[config.mk]
export PLATFORM = sky130hd
export DESIGN_NAME = audio_playback_engine
export DESIGN_NICKNAME = d
export VERILOG_FILES = /design/src/rtl/audio_playback_engine_pkg.sv /design/src/rtl/audio_playback_engine_pwm.sv /design/src/rtl/audio_playback_engine.sv
export SDC_FILE = /design/constraint.sdc
export NUM_CORES = 1
export LEC_CHECK = 0
export BUFFER_PORTS_ARGS = -buffer_cell sky130_fd_sc_hd__buf_2
export CORE_MARGIN = 3
export CORE_UTILIZATION = 60
export DETAILED_ROUTE_END_ITERATION = 8
export MAX_ROUTING_LAYER = met4
export PLACE_DENSITY = 0.78
export SYNTH_ARGS = -nofsm -noshare
export SYNTH_HDL_FRONTEND = slang
export SYNTH_SLANG_ARGS = --single-unit
[constraint.sdc]
create_clock -name clk -period 6.8 [get_ports clk]
set_clock_uncertainty 0.2 [all_clocks]
set_input_delay 1.36 -clock clk [delete_from_list [all_inputs] [get_ports clk]]
set_output_delay 1.36 -clock clk [all_outputs]
set_load 0.01 [all_outputs]
[src/rtl/audio_playback_engine_pkg.sv]
`default_nettype none
//==== audio_pkg : clip table and playback state types (rev 1.0) ====
package audio_pkg;

  typedef enum logic [1:0] {
    CLIP_NONE = 2'd0,
    CLIP_1    = 2'd1,
    CLIP_2    = 2'd2,
    CLIP_3    = 2'd3
  } clip_id_t;

  typedef enum logic [1:0] {
    IDLE  = 2'd0,
    PRIME = 2'd1,
    PLAY  = 2'd2,
    DONE  = 2'd3
  } play_state_t;

  // Entry 0 is the "no clip" slot so the tables index directly by clip_id_t.
  localparam logic [15:0] CLIP_BASE [4] = '{16'h0000, 16'h0010, 16'h0040, 16'h0080};
  localparam logic [15:0] CLIP_LEN  [4] = '{16'd0,    16'd3,    16'd1,    16'd0};

endpackage
`default_nettype wire

[src/rtl/audio_playback_engine_pwm.sv]
`default_nettype none
//==== pwm_modulator : free-running PWM compare with registered output (rev 1.0) ====
module pwm_modulator #(
  parameter int SAMPLE_W = 8
) (
  input  logic                clk,
  input  logic                reset_n,
  input  logic                enable,
  input  logic [SAMPLE_W-1:0] sample,
  output logic                pwm_out
);

  logic [SAMPLE_W-1:0] pwm_cnt;

  always_ff @(posedge clk or negedge reset_n) begin
    if (!reset_n) begin
      pwm_cnt <= '0;
      pwm_out <= 1'b0;
    end else begin
      pwm_cnt <= pwm_cnt + SAMPLE_W'(1);
      pwm_out <= enable && (pwm_cnt < sample);
    end
  end

endmodule
`default_nettype wire

[src/rtl/audio_playback_engine.sv]
`default_nettype none
//==== audio_playback_engine : clip FSM, sample-rate ticker and ROM streaming (rev 1.0) ====
module audio_playback_engine
  import audio_pkg::*;
#(
  parameter int TICK_DIV = 6250,
  parameter int ADDR_W   = 16,
  parameter int SAMPLE_W = 8
) (
  input  logic                clk,
  input  logic                reset_n,
  input  logic                en,
  input  logic [1:0]          audio_select,
  output logic                rom_rd,
  output logic [ADDR_W-1:0]   rom_addr,
  input  logic [SAMPLE_W-1:0] rom_data,
  output logic                pwm_out,
  output logic                busy,
  output logic                playback_complete
);

  localparam int TICK_W = $clog2(TICK_DIV);
  localparam logic [TICK_W-1:0] TICK_LAST  = TICK_W'(TICK_DIV - 1);
  localparam logic [TICK_W-1:0] TICK_FETCH = TICK_W'(TICK_DIV - 2);

  play_state_t         state;
  clip_id_t            req;
  logic                armed;
  logic [ADDR_W-1:0]   addr_q;
  logic [ADDR_W-1:0]   remaining;
  logic [TICK_W-1:0]   tick_cnt;
  logic [SAMPLE_W-1:0] sample;
  logic                start;
  logic                fetch;
  logic [ADDR_W-1:0]   fetch_addr;

  assign req   = clip_id_t'(audio_select);
  assign start = (state == IDLE) && en && armed && (req != CLIP_NONE);

  // The strobe is issued in the cycle the FSM decides to fetch, so the ROM
  // answers exactly when PRIME / the last tick of a sample consumes rom_data.
  assign fetch = reset_n &&
                 ((start && (CLIP_LEN[req] != 16'd0)) ||
                  ((state == PLAY) && en && (tick_cnt == TICK_FETCH) && (remaining != '0)));
  assign fetch_addr = (state == IDLE) ? ADDR_W'(CLIP_BASE[req]) : addr_q + ADDR_W'(1);
  assign rom_rd     = fetch;
  assign rom_addr   = fetch ? fetch_addr : addr_q;

  always_ff @(posedge clk or negedge reset_n) begin
    if (!reset_n) begin
      state             <= IDLE;
      armed             <= 1'b1;
      addr_q            <= '0;
      remaining         <= '0;
      tick_cnt          <= '0;
      sample            <= '0;
      busy              <= 1'b0;
      playback_complete <= 1'b0;
    end else begin
      playback_complete <= 1'b0;
      if (!en) armed <= 1'b1;
      if (fetch) addr_q <= fetch_addr;
      case (state)
        IDLE: begin
          if (start) begin
            armed     <= 1'b0;
            remaining <= ADDR_W'(CLIP_LEN[req]);
            if (CLIP_LEN[req] == 16'd0) begin
              state             <= DONE;
              playback_complete <= 1'b1;
            end else begin
              state <= PRIME;
              busy  <= 1'b1;
            end
          end
        end
        PRIME: begin
          if (!en) begin
            state  <= IDLE;
            busy   <= 1'b0;
            sample <= '0;
          end else begin
            sample    <= rom_data;
            tick_cnt  <= '0;
            remaining <= remaining - ADDR_W'(1);
            state     <= PLAY;
          end
        end
        PLAY: begin
          if (!en) begin
            state  <= IDLE;
            busy   <= 1'b0;
            sample <= '0;
          end else if (tick_cnt == TICK_LAST) begin
            tick_cnt <= '0;
            if (remaining != '0) begin
              sample    <= rom_data;
              remaining <= remaining - ADDR_W'(1);
            end else begin
              state             <= DONE;
              busy              <= 1'b0;
              sample            <= '0;
              playback_complete <= 1'b1;
            end
          end else begin
            tick_cnt <= tick_cnt + TICK_W'(1);
          end
        end
        DONE:    state <= IDLE;
        default: state <= IDLE;
      endcase
    end
  end

  pwm_modulator #(
    .SAMPLE_W (SAMPLE_W)
  ) u_pwm (
    .clk     (clk),
    .reset_n (reset_n),
    .enable  (busy),
    .sample  (sample),
    .pwm_out (pwm_out)
  );

endmodule
`default_nettype wire

---- Word-level counts from Yosys, hierarchy flattened ----
Cells that the tools add are included.
operators by class
  add/sub/neg operators ................... 4
  multipliers ............................. 0
  div/mod/pow operators ................... 0
  magnitude comparators ................... 2
  equality and inequality tests ........... 14
  shift-type cells ........................ 0
  mux-type cells .......................... 46
  bitwise operators ....................... 1
  reductions and logical operators ........ 22
operator list
  kind                                                                  number
  16-bit 2-to-1 mux                                                     11
  16-bit binary-select mux with 2-bit select                            2
  16-bit case mux with 3 select lines                                   1
  13-bit 2-to-1 mux                                                     3
  8-bit 2-to-1 mux                                                      4
  16-bit nonzero test                                                   2
  13-bit == test, second input constant                                 2
  13-bit case mux with 2 select lines                                   1
  16-bit by 1-bit adder with 16-bit output, second input constant       1
  16-bit zero test                                                      1
  8-bit case mux with 2 select lines                                    1
  16-bit by 1-bit subtractor with 16-bit output, second input constant  1
  1-bit 2-to-1 mux                                                      14
  13-bit by 1-bit adder with 13-bit output, second input constant       1
  2-bit 2-to-1 mux                                                      6
  6-bit AND reduction                                                   2
  2-bit != test, second input constant                                  5
  1-bit logical AND                                                     9
  8-bit by 1-bit adder with 8-bit output, second input constant         1
  8-bit < comparator                                                    1
  2-bit case mux with 4 select lines                                    1
  3-bit AND reduction                                                   2
  2-bit == test, second input constant                                  2
  2-bit by 1-bit != test with 1-bit output, second input constant       2
  other kinds (12)                                                      13
storage, ports and cells
  register bits ........................... 67
  latch bits .............................. 0
  RAM bits ................................ 0
  bits in read-only memories .............. 0
  bits of input ports ..................... 13
  output and inout bits ................... 20
  word-level logic and storage cells ...... 99
  memories ................................ 0

---- Depth between registers and ports, before layout ----
  depth in word-level cells ............... 9
  mapped depth ............................ 9
  gate-level depth less buffers ........... 8

---- By module ----
A second synthesis with hierarchy kept.
unflattened totals
  cell total of the unflattened synthesis .. 407
  area, all modules ....................... 3882.5 um^2
by module, submodules not included
  module                 instances  cells an instance  area each (um^2)  seq. area each (um^2)
  audio_playback_engine  1          362                3367.0            1452.6
  pwm_modulator          1          45                 515.5             225.2

---- Least setup slack after synthesis ----
Ideal clock, no wire load.
  path type ............................... input-to-output
  from .................................... input port en
  to ...................................... output port rom_addr[0]
  data arrival time ....................... 2.699 ns
  required time ........................... 5.240 ns
  path slack .............................. 2.541 ns
  cell stages on the path ................. 7
  path buffers ............................ 1
  cell sequence ........................... clkbuf_1 and3_1 nand4_1 o21ai_2 nand2_2 inv_2 mux2_2
between the ends
  cells in the longest elaborated chain, start to end .. 7
  elaborated cells on any way between the ends .. 10
  those cells by class .................... 1 x mux; 9 x reduce/logical
RTL lines
  what                            RTL line                     RTL
  start: declaration              audio_playback_engine.sv:12  input logic en,
  1-bit logical AND (3 in a row)  audio_playback_engine.sv:38  assign start = (state == IDLE) && en && armed && (req != CLIP_NONE);
  1-bit logical AND               audio_playback_engine.sv:43  ((start && (CLIP_LEN[req] != 16'd0)) ||
  1-bit logical OR *              audio_playback_engine.sv:43
  1-bit logical AND *             audio_playback_engine.sv:42  assign fetch = reset_n &&
  via rom_rd                      audio_playback_engine.sv:14  output logic rom_rd,
  16-bit 2-to-1 mux *             n/a
  end: declaration                audio_playback_engine.sv:15  output logic [ADDR_W-1:0] rom_addr,
The timed path passes the listed nets; every way through them passes the cells marked *.

---- Final worst setup path ----
  from .................................... input port reset_n
  to ...................................... output port rom_addr[0]
between the ends
  cells in the longest elaborated chain, start to end .. 2
RTL lines
  what                RTL line                     RTL
  start: declaration  audio_playback_engine.sv:11  input logic reset_n,
  1-bit logical AND   audio_playback_engine.sv:42
  16-bit 2-to-1 mux   n/a
No other way between the ends.

==> flow_summary.html <==
<table>
<tr><th>Metric</th><th>Value</th></tr>
<tr><th colspan="2">Route</th></tr>
<tr><td>Number of vias per cell</td><td>6.347</td></tr>
<tr><td>Antenna-violating nets left</td><td>0</td></tr>
<tr><td>Violation count after the first detailed-routing iteration</td><td>199</td></tr>
<tr><td>Wire length the detailed router placed on met1</td><td>~4 mm</td></tr>
<tr><td>Final wirelength</td><td>between 8 and 9 mm</td></tr>
<tr><td>TritonRoute pass-1 iters</td><td>5</td></tr>
<tr><td>Count of vias placed by the detailed router</td><td>between 3,000 and 4,000</td></tr>
<tr><td>Wire length on met2</td><td>approximately 4 mm</td></tr>
<tr><td>Length of routed met3 wiring</td><td>412 um</td></tr>
<tr><td># DRC</td><td>0</td></tr>
<tr><td>Routed WL per cell</td><td>about 16 um</td></tr>
<tr><td>Top Metal Used</td><td>met4</td></tr>
<tr><th colspan="2">Floorplanning</th></tr>
<tr><td>Top-level port count</td><td>33</td></tr>
<tr><td>Core Footprint</td><td>about 6400 sq um</td></tr>
<tr><td>Die width</td><td>between 80 and 90 um</td></tr>
<tr><td>DIE HEIGHT</td><td>approximately 90 um</td></tr>
<tr><td>FP Rows</td><td>29</td></tr>
<tr><td>Initial core utilization</td><td>between 60 and 70%</td></tr>
<tr><td>DIE AREA</td><td>7690 sq um</td></tr>
<tr><th colspan="2">Worst setup path</th></tr>
<tr><td>Start point of the critical path</td><td>reset_n</td></tr>
<tr><td>Setup slack, reg-to-reg</td><td>approximately 4.0 ns</td></tr>
<tr><td>Startpoint type of the worst setup path</td><td>input port</td></tr>
<tr><td>Largest fanout on the critical path</td><td>43</td></tr>
<tr><td>Endpoint of the most critical register-to-register path</td><td>addr_q[4]</td></tr>
<tr><td>Required arrival time at the worst endpoint</td><td>between 5 and 6 ns</td></tr>
<tr><td>Depth of the worst register-to-register path</td><td>7</td></tr>
<tr><td>Nature of the critical path endpoint</td><td>primary output</td></tr>
<tr><td>Arrival time of the worst setup path</td><td>roughly 3.3 ns</td></tr>
<tr><td>Worst setup path class</td><td>input port to primary output</td></tr>
<tr><td>Capturing element of the worst setup path</td><td>rom_addr[0]</td></tr>
<tr><td>Crit Reg-Reg Startpoint</td><td>remaining[0]</td></tr>
<tr><th colspan="2">STA</th></tr>
<tr><td>Measured slew at the worst slew-check pin</td><td>around 0.74 ns</td></tr>
<tr><td>Final period utilization</td><td>a little over 70%</td></tr>
<tr><td>Max-slew headroom at the worst pin</td><td>50.27%</td></tr>
<tr><td>Maximum achievable frequency</td><td>approximately 200 MHz</td></tr>
<tr><td>Worst-case setup margin in the final layout</td><td>1.919 ns</td></tr>
<tr><td>Final worst path period need</td><td>a little under 5 ns</td></tr>
<tr><td>Count of endpoints failing setup in the final report</td><td>0</td></tr>
<tr><td>Hold Fails Final Rpt</td><td>0</td></tr>
<tr><td>Unrepaired setup endpoints after global routing</td><td>no</td></tr>
<tr><td>Setup TNS</td><td>0 ns</td></tr>
<tr><td>Number of pins exceeding their max-slew limit in the final report</td><td>0</td></tr>
<tr><th colspan="2">Clocking</th></tr>
<tr><td>Gates resized, CTS repair</td><td>0</td></tr>
<tr><td>Number of buffers inserted by post-CTS setup repair</td><td>0</td></tr>
<tr><td>Clock Path Buffers</td><td>2</td></tr>
<tr><td>Total clock buffers created by CTS</td><td>9</td></tr>
<tr><td>Number of levels the H-tree was split into</td><td>3</td></tr>
<tr><td>Skew-Pair Late Insertion Delay</td><td>around 0.34 ns</td></tr>
<tr><td>Clock-pin slew on the worst setup and hold paths</td><td>0.08 ns</td></tr>
<tr><td>Buffer cell driving the clock tree root</td><td>sky130_fd_sc_hd__clkbuf_8</td></tr>
<tr><td>Clock tree from TritonCTS</td><td>done</td></tr>
<tr><td>Post-cts hold buffer count</td><td>0</td></tr>
<tr><td>Clock sinks</td><td>between 60 and 70</td></tr>
<tr><th colspan="2">Power and ir drop</th></tr>
<tr><td>Power Internal</td><td>0.9772 mW</td></tr>
<tr><td>Power density normalized to cell area</td><td>approximately 380 nW/um^2</td></tr>
<tr><td>Clock share of power</td><td>between 20% and 30%</td></tr>
<tr><td>Switch Pwr</td><td>between 0.6 and 0.7 mW</td></tr>
<tr><td>Switching part of the total</td><td>41.51%</td></tr>
<tr><td>Static Leak</td><td>a little under 2 nW</td></tr>
<tr><td>Peak ir drop on the vdd network</td><td>around 0.25 mV</td></tr>
<tr><td>Fraction of power consumed by sequential logic</td><td>a little over a third</td></tr>
<tr><td>Relative contribution of combinational cells to total power</td><td>about 43%</td></tr>
<tr><th colspan="2">Final layout</th></tr>
<tr><td>Number of diodes added for antenna fixing</td><td>0</td></tr>
<tr><td>Count of filler cells inserted in the layout</td><td>about 480</td></tr>
<tr><td>Layout cells sized above 1</td><td>approximately 16%</td></tr>
<tr><td>Nets</td><td>484</td></tr>
<tr><td>Highest-count cells in the layout ignoring fill and taps</td><td>sky130_fd_sc_hd__dfrtp_1, sky130_fd_sc_hd__buf_2, sky130_fd_sc_hd__o21ai_0</td></tr>
<tr><td>Commonest non-fill, non-tap cell in the layout</td><td>sky130_fd_sc_hd__dfrtp_1</td></tr>
<tr><td>Area growth, synth to finish</td><td>10.88%</td></tr>
<tr><td>Area of the multi-input gates</td><td>2148 sq um</td></tr>
<tr><td>Area taken by flip-flops and latches</td><td>1678 sq um</td></tr>
<tr><th colspan="2">Global routing</th></tr>
<tr><td>Vias in the first global route</td><td>approximately 3,200</td></tr>
<tr><td>Grt total ovfl</td><td>0</td></tr>
<tr><td>Antenna violations before repair</td><td>0</td></tr>
<tr><td>Global-route wire length before repair</td><td>around 15 mm</td></tr>
<tr><td>Total GRT Usage</td><td>between 20% and 30%</td></tr>
<tr><td>Pin count of the biggest net entering global routing</td><td>44</td></tr>
<tr><th colspan="2">Logic synthesis</th></tr>
<tr><td>Post-synth EDFFs</td><td>0</td></tr>
<tr><td>Seq/Total Area, Yosys</td><td>approximately two fifths</td></tr>
<tr><td>Yosys reg bits</td><td>67</td></tr>
<tr><td>Average cell area after synthesis</td><td>about 9.6 sq um</td></tr>
<tr><td>Count of cell types in the netlist</td><td>between 60 and 70</td></tr>
<tr><td>Commonest register cell after synthesis</td><td>sky130_fd_sc_hd__dfrtp_1</td></tr>
<tr><td>Netlist area before placement</td><td>~4000 sq um</td></tr>
<tr><td>Proportion of register bits with asynchronous set or reset after synthesis</td><td>100.0%</td></tr>
<tr><td>Warnings, synthesis</td><td>0</td></tr>
<tr><td>Post-synthesis cell count</td><td>~420</td></tr>
<tr><td>Number of nets produced by synthesis</td><td>~450</td></tr>
<tr><th colspan="2">Hold path</th></tr>
<tr><td>Class of the worst hold path</td><td>flop to flop</td></tr>
<tr><td>Start point of the worst min-delay path</td><td>u_pwm.pwm_cnt[0]</td></tr>
<tr><th colspan="2">Status</th></tr>
<tr><td>Outcome</td><td>complete, no violations</td></tr>
<tr><th colspan="2">Placement</th></tr>
<tr><td>Place WS</td><td>1.811 ns</td></tr>
<tr><td>Final weighted congestion of routability-driven global placement</td><td>around 0.9</td></tr>
<tr><td>Detailed Place HPWL</td><td>approximately 6.0 mm</td></tr>
<tr><td>IO Port Bufs</td><td>32</td></tr>
<tr><th colspan="2">Job</th></tr>
<tr><td>MaxCap Viol Count</td><td>0</td></tr>
</table>
[cell type report]
class                   instances  area share, %
multi-input cells             306          48.39
flip-flops and latches         67          37.80
repair buffers                 34          3.946
well taps                      77          2.170
inverters                      31          2.621
clock inverters                 7          2.283
clock buffers                   9          2.790
[worst min-delay path by stage]
stage | endpoint | depth (start not counted)
floorplan | u_pwm.pwm_cnt[0] | 1
CTS | u_pwm.pwm_cnt[0] | 1
global placement | u_pwm.pwm_cnt[0] | 1
global route | u_pwm.pwm_cnt[7] | 1
detailed placement | u_pwm.pwm_cnt[0] | 1
finish | u_pwm.pwm_cnt[0] | 1
[worst max-delay path: stages]
cell	delay [ns]
sky130_fd_sc_hd__buf_2	0.53
sky130_fd_sc_hd__buf_4	0.58
sky130_fd_sc_hd__nand2_2	0.22
sky130_fd_sc_hd__inv_2	0.13
sky130_fd_sc_hd__mux2_2	0.35
sky130_fd_sc_hd__buf_2	0.14
[flip-flops by register name, summed over array words and instances (netlist names), 2 cells and up]
signal	count
sample	8
addr_q	16
u_pwm.pwm_cnt	8
remaining	16
tick_cnt	13
state	2
[synth_stat cells (5+ instances only)]
master / number / area, sq um
sky130_fd_sc_hd__xor2_1: 5 / 43.79
sky130_fd_sc_hd__and2_1: 6 / 37.54
sky130_fd_sc_hd__a22o_1: 10 / 87.58
sky130_fd_sc_hd__or3_1: 7 / 43.79
sky130_fd_sc_hd__inv_1: 29 / 108.9
sky130_fd_sc_hd__o21ai_0: 31 / 155.2
sky130_fd_sc_hd__nor2_1: 19 / 71.32
sky130_fd_sc_hd__dfrtp_1: 66 / 1652
sky130_fd_sc_hd__a21oi_1: 8 / 40.04
sky130_fd_sc_hd__o31ai_1: 20 / 150.1
sky130_fd_sc_hd__ha_1: 22 / 275.3
sky130_fd_sc_hd__nand3_1: 26 / 130.1
sky130_fd_sc_hd__nor3_1: 9 / 45.04
sky130_fd_sc_hd__clkbuf_1: 11 / 41.29
sky130_fd_sc_hd__nor4_1: 10 / 62.56
sky130_fd_sc_hd__a31oi_1: 9 / 56.30
sky130_fd_sc_hd__nand4_1: 11 / 68.82
sky130_fd_sc_hd__nand2_1: 25 / 93.84
sky130_fd_sc_hd__or4_1: 7 / 52.55
[kinds of logic (layout without fill, tap and decap cells)]
kind of cell,count (synthesis),after routing,share of synthesized area [%]
buf+inv,46,81,4.437
compound gates,117,117,21.00
fa+ha+maj,22,22,6.875
flops,67,67,41.91
mux,7,7,1.844
simple gates,151,151,21.97
xor+xnor,9,9,1.969
[per-layer routing]
| layer | vias up | track usage, % |
|---|---|---|
| li1 | 1643 | - |
| met2 | 91 | 38.15 |
| met5 | - | - |
| met3 | 12 | 6.867 |
| met4 | 0 | 7.810 |
| met1 | 1624 | 32.99 |
[stage by stage]
| stage | total power [mW] | util (%) | std cells | area, sq um | hold WS, ns |
|---|---|---|---|---|---|
| 2_1_floorplan | 1.128 | - | 419 | 4004 | 0.2261 |
| 3_3_place_gp | 1.279 | 65.61 | 515 | 4214 | 0.2530 |
| 3_5_place_dp | 1.298 | 65.61 | 515 | 4214 | 0.2594 |
| 4_1_cts | 1.673 | 69.12 | 531 | 4439 | 0.2799 |
| 5_1_grt | 1.810 | 69.12 | 531 | 4439 | 0.3146 |
| 6_report | 1.671 | 69.12 | 531 | 4439 | 0.2764 |
[power by group through the flow]
stage	Clock (mW)	Combinational, mW	Sequential [mW]
2_1_floorplan	0	0.558	0.570
3_3_place_gp	0	0.693	0.585
3_5_place_dp	0	0.710	0.589
4_1_cts	0.380	0.712	0.581
5_1_grt	0.400	0.811	0.598
6_report	0.374	0.714	0.582
Note: power is estimated with default switching activity, not from simulation.
